[src/rtl/ww_mlp_pkg.sv]
// Shared widths, trained weight set and FSM encoding for the white-wine MLP regressor.
package ww_mlp_pkg;

    localparam int WIDTH_A  = 4;
    localparam int NUM_A    = 11;
    localparam int N_HID    = 3;
    localparam int W_W      = 8;
    localparam int HID_W    = 16;
    localparam int H_SHIFT  = 4;
    localparam int OUTWIDTH = 21;

    localparam int BH_W    = 16;
    localparam int BO_W    = 16;
    localparam int ACC_H_W = 24;
    localparam int ACC_O_W = 32;
    localparam int IDX_W   = $clog2(NUM_A);

    typedef logic [N_HID-1:0][NUM_A-1:0][W_W-1:0] w_ih_t;
    typedef logic [N_HID-1:0][BH_W-1:0]           b_h_t;
    typedef logic [N_HID-1:0][W_W-1:0]            w_ho_t;
    typedef logic [BO_W-1:0]                      b_o_t;

    typedef enum logic [1:0] {IDLE, HID, OUT, DONE} state_e;

    // Concatenations run from the highest index down: neuron 2 first, feature 10 first.
    localparam w_ih_t W_IH = {
        8'sd14,  -8'sd9,   8'sd22,  8'sd5,  -8'sd17,  8'sd31,  8'sd8,  -8'sd4,   8'sd19, -8'sd12,  8'sd27,
        -8'sd21,  8'sd16,  -8'sd6,   8'sd35,  8'sd11, -8'sd28,  8'sd3,   8'sd24, -8'sd15,  8'sd9,   8'sd13,
        8'sd7,    8'sd29,  -8'sd18, -8'sd10,  8'sd25,  8'sd6,  -8'sd33,  8'sd12,  8'sd20, -8'sd5,   8'sd17
    };
    localparam b_h_t  B_H  = {16'sd200, -16'sd120, 16'sd40};
    localparam w_ho_t W_HO = {8'sd45, -8'sd38, 8'sd61};
    localparam b_o_t  B_O  = 16'sd12000;

endpackage

[src/rtl/ww_mlp_regressor_if.sv]
// Request/response bundle between a feature source and the MLP regressor core.
interface ww_mlp_regressor_if;
    import ww_mlp_pkg::*;

    logic                     in_valid;
    logic [NUM_A*WIDTH_A-1:0] inp;
    logic                     busy;
    logic                     out_valid;
    logic [OUTWIDTH-1:0]      out;

    modport master (output in_valid, inp, input busy, out_valid, out);
    modport slave  (input in_valid, inp, output busy, out_valid, out);

endinterface

[src/rtl/ww_mlp_mac.sv]
// Signed multiply-accumulate; load_i preloads the accumulator (bias), en_i adds a_i*b_i.
module ww_mlp_mac #(
    parameter int A_W   = 8,
    parameter int B_W   = 5,
    parameter int ACC_W = 24
) (
    input  logic                    clk,
    input  logic                    rst_n,
    input  logic                    load_i,
    input  logic signed [ACC_W-1:0] load_val_i,
    input  logic                    en_i,
    input  logic signed [A_W-1:0]   a_i,
    input  logic signed [B_W-1:0]   b_i,
    output logic signed [ACC_W-1:0] acc_o
);

    logic signed [A_W+B_W-1:0] prod;
    logic signed [ACC_W-1:0]   acc_q, acc_d;

    assign prod  = a_i * b_i;
    assign acc_o = acc_q;

    always_comb begin
        acc_d = acc_q;
        if (load_i) begin
            acc_d = load_val_i;
        end else if (en_i) begin
            acc_d = acc_q + ACC_W'(prod);
        end
    end

    always_ff @(posedge clk or negedge rst_n) begin
        if (!rst_n) acc_q <= '0;
        else        acc_q <= acc_d;
    end

endmodule

[src/rtl/ww_mlp_regressor.sv]
// Sequential MLP inference core: 11 features -> 3 ReLU hidden neurons -> linear Q7.14 score.
// state | meaning
// IDLE  | waiting for in_valid, features latched on accept
// HID   | one feature per cycle into all hidden accumulators
// OUT   | one hidden activation per cycle into the output accumulator
// DONE  | clamp and publish result, pulse out_valid
module ww_mlp_regressor
    import ww_mlp_pkg::*;
#(
    parameter int    H_SHIFT = ww_mlp_pkg::H_SHIFT,
    parameter w_ih_t W_IH    = ww_mlp_pkg::W_IH,
    parameter b_h_t  B_H     = ww_mlp_pkg::B_H,
    parameter w_ho_t W_HO    = ww_mlp_pkg::W_HO,
    parameter b_o_t  B_O     = ww_mlp_pkg::B_O
) (
    input  logic              clk,
    input  logic              rst_n,
    ww_mlp_regressor_if.slave bus
);

    localparam int X_W     = NUM_A * WIDTH_A;
    localparam int XI_W    = $clog2(X_W);
    localparam int J_W     = (N_HID > 1) ? $clog2(N_HID) : 1;
    localparam int HID_MAX = (1 << HID_W) - 1;
    localparam int OUT_MAX = (1 << OUTWIDTH) - 1;

    state_e              state_q, state_d;
    logic [IDX_W-1:0]    idx_q, idx_d;
    logic [X_W-1:0]      x_q, x_d;
    logic [OUTWIDTH-1:0] out_q, out_d;
    logic                out_valid_q, out_valid_d;
    logic                load_h, en_h, load_o, en_o;

    logic [XI_W-1:0]           x_lsb;
    logic [WIDTH_A-1:0]        x_k;
    logic [J_W-1:0]            j_sel;
    logic signed [ACC_H_W-1:0] acc_h [N_HID];
    logic [HID_W-1:0]          h [N_HID];
    logic signed [ACC_O_W-1:0] acc_o;
    logic [OUTWIDTH-1:0]       out_clamp;

    assign x_lsb = XI_W'(idx_q) * XI_W'(WIDTH_A);
    assign x_k   = x_q[x_lsb +: WIDTH_A];
    assign j_sel = idx_q[J_W-1:0];

    for (genvar j = 0; j < N_HID; j++) begin : g_hid
        logic [ACC_H_W-1:0] sh;

        ww_mlp_mac #(.A_W(W_W), .B_W(WIDTH_A+1), .ACC_W(ACC_H_W)) u_mac (
            .clk        (clk),
            .rst_n      (rst_n),
            .load_i     (load_h),
            .load_val_i (ACC_H_W'($signed(B_H[j]))),
            .en_i       (en_h),
            .a_i        ($signed(W_IH[j][idx_q])),
            .b_i        ($signed({1'b0, x_k})),
            .acc_o      (acc_h[j])
        );

        // ReLU, scale down, then saturate into the unsigned activation width
        assign sh   = acc_h[j][ACC_H_W-1] ? '0 : ACC_H_W'(acc_h[j] >>> H_SHIFT);
        assign h[j] = (sh > ACC_H_W'(HID_MAX)) ? HID_W'(HID_MAX) : sh[HID_W-1:0];
    end

    ww_mlp_mac #(.A_W(W_W), .B_W(HID_W+1), .ACC_W(ACC_O_W)) u_mac_out (
        .clk        (clk),
        .rst_n      (rst_n),
        .load_i     (load_o),
        .load_val_i (ACC_O_W'($signed(B_O))),
        .en_i       (en_o),
        .a_i        ($signed(W_HO[j_sel])),
        .b_i        ($signed({1'b0, h[j_sel]})),
        .acc_o      (acc_o)
    );

    assign out_clamp = acc_o[ACC_O_W-1]           ? '0 :
                       (acc_o > ACC_O_W'(OUT_MAX)) ? OUTWIDTH'(OUT_MAX) : acc_o[OUTWIDTH-1:0];

    always_comb begin
        state_d     = state_q;
        idx_d       = idx_q;
        x_d         = x_q;
        out_d       = out_q;
        out_valid_d = 1'b0;
        load_h      = 1'b0;
        en_h        = 1'b0;
        load_o      = 1'b0;
        en_o        = 1'b0;
        case (state_q)
            IDLE: begin
                if (bus.in_valid) begin
                    x_d     = bus.inp;
                    load_h  = 1'b1;
                    idx_d   = '0;
                    state_d = HID;
                end
            end
            HID: begin
                en_h = 1'b1;
                if (idx_q == IDX_W'(NUM_A - 1)) begin
                    idx_d   = '0;
                    load_o  = 1'b1;
                    state_d = OUT;
                end else begin
                    idx_d = idx_q + 1'b1;
                end
            end
            OUT: begin
                en_o = 1'b1;
                if (idx_q == IDX_W'(N_HID - 1)) begin
                    idx_d   = '0;
                    state_d = DONE;
                end else begin
                    idx_d = idx_q + 1'b1;
                end
            end
            DONE: begin
                out_d       = out_clamp;
                out_valid_d = 1'b1;
                state_d     = IDLE;
            end
            default: state_d = IDLE;
        endcase
    end

    always_ff @(posedge clk or negedge rst_n) begin
        if (!rst_n) begin
            state_q     <= IDLE;
            idx_q       <= '0;
            x_q         <= '0;
            out_q       <= '0;
            out_valid_q <= 1'b0;
        end else begin
            state_q     <= state_d;
            idx_q       <= idx_d;
            x_q         <= x_d;
            out_q       <= out_d;
            out_valid_q <= out_valid_d;
        end
    end

    assign bus.busy      = (state_q != IDLE);
    assign bus.out_valid = out_valid_q;
    assign bus.out       = out_q;

endmodule

[src/flat_wrapper.sv]
// flat-port wrapper written by rule: the top's interface ports become plain ports
module ww_mlp_regressor_flat import ww_mlp_pkg::*;
#(
    parameter int    H_SHIFT = ww_mlp_pkg::H_SHIFT,
    parameter w_ih_t W_IH    = ww_mlp_pkg::W_IH,
    parameter b_h_t  B_H     = ww_mlp_pkg::B_H,
    parameter w_ho_t W_HO    = ww_mlp_pkg::W_HO,
    parameter b_o_t  B_O     = ww_mlp_pkg::B_O
)
  (clk, rst_n, bus_in_valid, bus_inp, bus_busy, bus_out_valid, bus_out);
  ww_mlp_regressor_if bus_i ();
  input  logic clk;
  input  logic rst_n;
  input wire logic [$bits(bus_i.in_valid)-1:0] bus_in_valid;
  input wire logic [$bits(bus_i.inp)-1:0] bus_inp;
  output wire logic [$bits(bus_i.busy)-1:0] bus_busy;
  output wire logic [$bits(bus_i.out_valid)-1:0] bus_out_valid;
  output wire logic [$bits(bus_i.out)-1:0] bus_out;
  assign bus_i.in_valid = bus_in_valid;
  assign bus_i.inp = bus_inp;
  assign bus_busy = bus_i.busy;
  assign bus_out_valid = bus_i.out_valid;
  assign bus_out = bus_i.out;
  ww_mlp_regressor #(.H_SHIFT(H_SHIFT), .W_IH(W_IH), .B_H(B_H), .W_HO(W_HO), .B_O(B_O)) u_core (.clk(clk), .rst_n(rst_n), .bus(bus_i));
endmodule
[config.mk]
export PLATFORM = sky130hd
export DESIGN_NAME = ww_mlp_regressor_flat
export DESIGN_NICKNAME = d
export VERILOG_FILES = /design/src/rtl/ww_mlp_pkg.sv /design/src/rtl/ww_mlp_regressor_if.sv /design/src/rtl/ww_mlp_mac.sv /design/src/rtl/ww_mlp_regressor.sv /design/src/flat_wrapper.sv
export SDC_FILE = /design/constraint.sdc
export NUM_CORES = 1
export LEC_CHECK = 0
export ABC_CLOCK_PERIOD_IN_PS = 13800
export BUFFER_PORTS_ARGS = -buffer_cell sky130_fd_sc_hd__buf_2
export CAP_MARGIN = 10
export CORE_UTILIZATION = 65
export CTS_CLUSTER_SIZE = 25
export DETAILED_ROUTE_END_ITERATION = 8
export GPL_ROUTABILITY_DRIVEN = 0
export PLACE_DENSITY = 0.83
export SYNTH_ARGS = -nofsm -noshare
export SYNTH_HDL_FRONTEND = slang
export SYNTH_SLANG_ARGS = --single-unit
[constraint.sdc]
create_clock -name clk -period 13.8 [get_ports clk]
set_input_delay 0.69 -clock clk [delete_from_list [all_inputs] [get_ports clk]]
set_output_delay 0.69 -clock clk [all_outputs]
set_load 0.01 [all_outputs]
# Yosys cells after proc, flatten, opt, wreduce, memory -nomap -nowiden
# Memory sizes are Yosys's and may differ from the RTL's.
# Cells that the tools add are included.
# totals
register_bits	176
romBits	384
output_inout_bits	23
n_memories	3
# classes
add_sub_neg	5
multipliers	4
order_cmp	7
n_eq_ne	8
n_shift	1
muxes	39
bitwise	1
n_reduce_logical	8
# mem_list
memory	words	word_bits	rd	rd_ports_with_merged_regs	write_ports	line	rtl
(name not given)	16	8	1	0	0	ww_mlp_regressor.sv:55	.a_i ($signed(W_IH[j][idx_q])),
(name not given)	16	8	1	0	0	ww_mlp_regressor.sv:55	
(name not given)	16	8	1	0	0	ww_mlp_regressor.sv:55	
# ops
cell	count
two-way mux 24 bit	6
two-way mux 16 bit	5
adder 24 x 13 -> 24 bit	3
greater-than comparator 24 x 16 -> 1 bit (second input constant)	3
two-way mux 32 bit	2
two-way mux 19 bit	3
variable part select 44 x 7 -> 4 bit	1
two-way mux 21 bit	2
multiplier 8 x 5 -> 13 bit	3
adder 32 x 25 -> 32 bit	1
binary-select mux 16 bit (select 2 bit)	1
greater-than comparator 32 x 22 -> 1 bit (second input constant)	1
two-way mux 8 bit	4
multiplier 8 x 17 -> 25 bit	1
binary-select mux 8 bit (select 2 bit)	1
two-way mux 4 bit	3
case mux 4 bit (3 select lines)	1
case mux 2 bit (4 select lines)	1
two-way mux 1 bit	7
two-way mux 2 bit	3
nonzero test 2 bit	3
less-than comparator 4 x 5 -> 1 bit (second input constant)	1
adder 4 x 1 -> 4 bit (second input constant)	1
equality test 2 bit (second input constant)	2
other kinds (12)	14

# Logic depth before layout (Yosys ltp)
# depth
word_depth	10
ltp_mapped	28
ltp_nobuf	27

# By module
# From an unflattened synthesis, not the netlist that was laid out.
# hier_totals
cells_unflattened	2620
area_unflattened_um2	25096.6
# modules_own_cells
mod	n_inst	cells_per_inst	area_per_inst_um2	seq_area_each_um2
ww_mlp_mac (u_core.g_hid[0].u_mac ...)	2	452	4317.9	600.6
ww_mlp_mac (u_core.u_mac_out)	1	815	7882.6	800.8
ww_mlp_mac (u_core.g_hid[2].u_mac)	1	453	4352.9	600.6
ww_mlp_regressor	1	448	4225.3	1801.7

# Worst setup path after synthesis
# OpenSTA, ideal clock, no wires.
# synth_path
kind	reg-to-reg
start	reg u_core.idx_q[1]
end	reg u_core.u_mac_out.acc_q[31] (netlist: u_core.u_mac_out.acc_o[31])
arrival_ns	6.666
path_slack_ns	7.056
path_stages_with_launch	25
period_less_slack_ns	6.744
cell_sequence	dfrtp_1 -> buf_2 -> buf_4 -> inv_2 -> clkbuf_1 -> ha_1 -> buf_2 -> clkbuf_1 -> clkbuf_1 -> nand2_1 -> fa_1 -> fa_1 -> inv_1 -> fa_1 -> fa_1 -> fa_1 -> ha_1 -> o21ai_1 -> o21ai_1 -> and3_1 -> o22a_1 -> a22o_1 -> mux2_4 -> a21o_1 -> a21oi_1
# synth_via
elab_chain_cells	8
elab_cells_between_ends	14
cone_classes	add/sub (1); mul (1); eq/ne (1); mux (9); bitwise (1); reduce/logical (1)
# synth_rtl
element	line	rtl
from (decl)	ww_mlp_regressor.sv:28	logic [IDX_W-1:0] idx_q, idx_d;
from (signal assigned)	ww_mlp_regressor.sv:135	idx_q <= idx_d;
inverter 2 -> 3 bit (implied by the code)	ww_mlp_regressor.sv:72	.b_i ($signed({1'b0, h[j_sel]})),
binary-select mux 16 bit (select 2 bit)	ww_mlp_regressor.sv:72	
two-way mux 16 bit (implied by the code) (2 in series)	ww_mlp_regressor.sv:72	
multiplier 8 x 17 -> 25 bit	ww_mlp_mac.sv:20	assign prod = a_i * b_i;
adder 32 x 25 -> 32 bit	ww_mlp_mac.sv:28	acc_d = acc_q + ACC_W'(prod);
two-way mux 32 bit	ww_mlp_mac.sv:27	end else if (en_i) begin
two-way mux 32 bit	ww_mlp_mac.sv:25	if (load_i) begin
to (signal assigned)	ww_mlp_mac.sv:33	if (!rst_n) acc_q <= '0;
to (signal assigned)	ww_mlp_mac.sv:34	else acc_q <= acc_d;
to (decl)	ww_mlp_mac.sv:18	logic signed [ACC_W-1:0] acc_q, acc_d;
# Several ways; a longest one is shown, not always the timed one. The select of a mux whose other input is x is not followed.
# A chain may end at the register's enable or synchronous reset.

# Final worst setup path
# layout_path
start	reg u_core.idx_q[0]
end	reg u_core.u_mac_out.acc_q[24] (netlist: u_core.u_mac_out.acc_o[24])
# Same word-level chain as after synthesis.

==> impl_results.md <==
- Outcome: finished clean
- R2R Setup Slk: ~6.5 ns
- Clock period minus worst slack: 7.29 ns
- Die height: ~180 µm
- Number of detailed-route iterations in the first pass: 6
- Sink Count: roughly 180
- Setup crit start: u_core.idx_q[0]$_DFFE_PN0P_
- Synth Area in XOR/XNOR: ~3.2%
- Max cap viols: 0
- Initial cell density of the core: around 67%
- Vias in the first global route: about 18000
- Max Fclk: between 100 and 150 MHz
- Port buffer count: just under 70
- Clock buffer depth: 2
- Clock root buffer: clkbuf_16
- Synth Warn #: 0
- H-tree Lvls: 4
- Relative slew slack: ~18%
- Drt drc: 0
- Number of antenna violations at the first check in global routing: 0
- Synth Area in Adders: a little under two fifths
- Slew Limit Fails: 0
- Grt ovf: 0
- Core box area: between 30000 and 40000 µm²
- Commonest non-fill, non-tap cell in the layout: nand2_1
- Gr usage total: about a third
- RSZ-0062 raised after global routing: false
- Layout cells sized above 1: 7.74%
- R2r startpoint: u_core.idx_q[0]$_DFFE_PN0P_
- Synth Area in Compound Gates: ~12%
- Yosys top cell area share: between 20% and 30%
- Die X: 183 µm
- Yosys top cell by area: fa_1
- Slew at the pin with the worst max-slew slack: between 1 and 1.5 ns
- Area grow syn2layout: 6.35%
- Final WL: ~52000 µm
- Predominant post-synthesis flop cell: dfrtp_1
- Data required time of the worst path: approximately 14 ns
- Wirelength per Cell: between 15 and 20 µm
- Vias: approximately 17000
- Crit-path slowest cell: dfrtp_1
- Multiplexer share of the synthesized area: 4.43%
- # rows: 65
- Most frequent cells in the layout: nand2_1 (273), fa_1 (253), ha_1 (246)
- Synth Register Bits: ~180
- Hold Vio Cnt, Final: 0
- Post-synth ARST share: 100%
- Syn nets: between 2000 and 3000
- Fin crit share: around 53%
- Antenna Violating Nets Remaining: 0
- FF-to-FF End: u_core.u_mac_out.acc_o[24]$_DFFE_PN0P_
- Register area: around 4400 µm²
- Diode count: 0
- Filler cells: ~2400
- Initial DRC Count: ~1500
- Post_cts resized: 0
- CP arrival: about 7.7 ns
- Number of synthesized flops with an enable pin: 0
- First-pass GRT wire length: around 90000 µm
- Final net count: 2884
- Hold Crit Class: input port to async pin
- Mean Syn Cell Area: ~9.2 µm²
- Total I/O pin count: 70
- Synth cell types: slightly below 80
- Cell Area, Synth: ~21000 µm²
- Final Setup Violations: 0
- CTS tree: done
- CTS buffer count: 17
- Clock transition at path regs: approximately 0.090 ns
- Sequential share of the synthesized area: about a fifth
- Worst Setup Path Type: register to register
- Ranking of synthesized cells by area: fa_1 (24%), dfrtp_1 (21%), ha_1 (14%)
- Post-CTS Setup Repair Bufs: 0
- Reg2reg path depth: 19
- Worst path max stage delay: roughly 0.8 ns
- Clk_skew: 0.0204 ns
- Largest family of logic cells by synthesized area: adder cells
- Cells after Synth: around 2300
- Crit path top cell by count: fa_1
- Critical path launch point type: register
- Worst skew pair latency: about 0.48 ns
- Vias/cell: between 6 and 7
- Kind of end point of the critical path: register
- Crit path max fanout: 20
- Cts hold-fix bufs: 0
- Cells along the critical path: inv_1, nor2_1, a221oi_1, o21ai_0, fa_1, inv_1, fa_1, fa_1, fa_1, ha_1, ha_1, and3_1, and3_1, a22oi_1, nand3_1, a31oi_2, o21bai_1, xnor2_1, o21ai_1
- Detailed Place HPWL: roughly 40000 µm
- Setup TNS: 0 ns
- Die ar.: 33500 µm²
- Pin count of the biggest net entering global routing: 65
- Multi-input gate area in the final layout: between 15000 and 20000 µm²
- Simple-Gate Fraction of Synth Area: roughly 15%
per-layer routing:
metal	GRT usage (%)	part of all wire, %
met1	42.2	41
met2	55.1	48
met3	7.01	7.5
met4	13.1	3.5
met5	0	0
worst max-delay path by stage:
stage / to / slack (ns)
after floorplan: u_core.u_mac_out.acc_o[31]$_DFFE_PN0P_ / 7.06
after global placement: u_core.u_mac_out.acc_o[26]$_DFFE_PN0P_ / 6.90
after detailed placement: u_core.u_mac_out.acc_o[24]$_DFFE_PN0P_ / 6.73
after CTS: u_core.u_mac_out.acc_o[24]$_DFFE_PN0P_ / 6.70
after global routing: u_core.u_mac_out.acc_o[29]$_DFFE_PN0P_ / 6.08
final: u_core.u_mac_out.acc_o[24]$_DFFE_PN0P_ / 6.51
sequential cells by signal, indices dropped and copies added, names as in the netlist:
name	cells
u_core.bus.out	21
u_core.bus.out_valid	1
u_core.g_hid.u_mac.acc_o	72
u_core.idx_q	4
u_core.state_q	2
u_core.u_mac_out.acc_o	32
u_core.x_q	44
per-stage QoR:
| stage | worst slack [ns] | hold slack (ns) | instance area, µm² | std cells | util (%) |
|---|---|---|---|---|---|
| final | 6.51 | 0.211 | 22700 | 2785 | 71.1 |
| after CTS | 6.70 | 0.226 | 22700 | 2785 | 71.1 |
| after detailed placement | 6.73 | 0.457 | 22000 | 2753 | 69.1 |
| after global routing | 6.08 | 0.245 | 22700 | 2785 | 71.1 |
| after global placement | 6.90 | 0.453 | 22000 | 2753 | 69.1 |
| after floorplan | 7.06 | 0.394 | 21300 | 2318 | - |
layout make-up:
type | instances | share of cell area, %
Clock buffer | 17 | 1.88
Clock inverter | 15 | 0.922
Inverter | 244 | 4.04
Multi-Input combinational cell | 1813 | 69.3
Sequential cell | 176 | 19.4
Tap cell | 435 | 2.40
Timing Repair Buffer | 85 | 2.08
cells by family (layout without fill, tap and decap cells):
family | Yosys count | count (layout)
AO/OA/AOI/OAI | 414 | 414
XOR/XNOR | 78 | 78
adder cells (fa/ha/maj) | 500 | 500
buffers and inverters | 329 | 361
flip-flops | 176 | 176
multiplexers | 81 | 81
AND/OR/NAND/NOR | 740 | 740
worst max-delay path: cells and delay by family, from the launching register on:
family | cells | cell delay [ns]
compound gates | 6 | 1.76
flops | 1 | 0.82
fa+ha+maj | 6 | 2.68
buf+inv | 2 | 0.48
xor+xnor | 1 | 0.15
simple gates | 4 | 1.26
Yosys cell counts, drive strengths merged, types with 5 or more instances:
library cell	n
a211oi	18
a21o	46
a21oi	105
a31oi	16
and2	6
and3	10
buf	20
clkbuf	65
dfrtp	176
fa	253
ha	247
inv	241
mux2	24
mux2i	49
mux4	8
nand2	274
nand2b	68
nand3	61
nand4	5
nor2	245
nor2b	12
nor3	26
o211ai	11
o21a	24
o21ai	129
o21bai	11
o31ai	7
or2	10
or3	8
xnor2	55
xor2	23
Power is not shown: default switching activity piles up to over one toggle a cycle in this logic, so the estimate is an artifact.
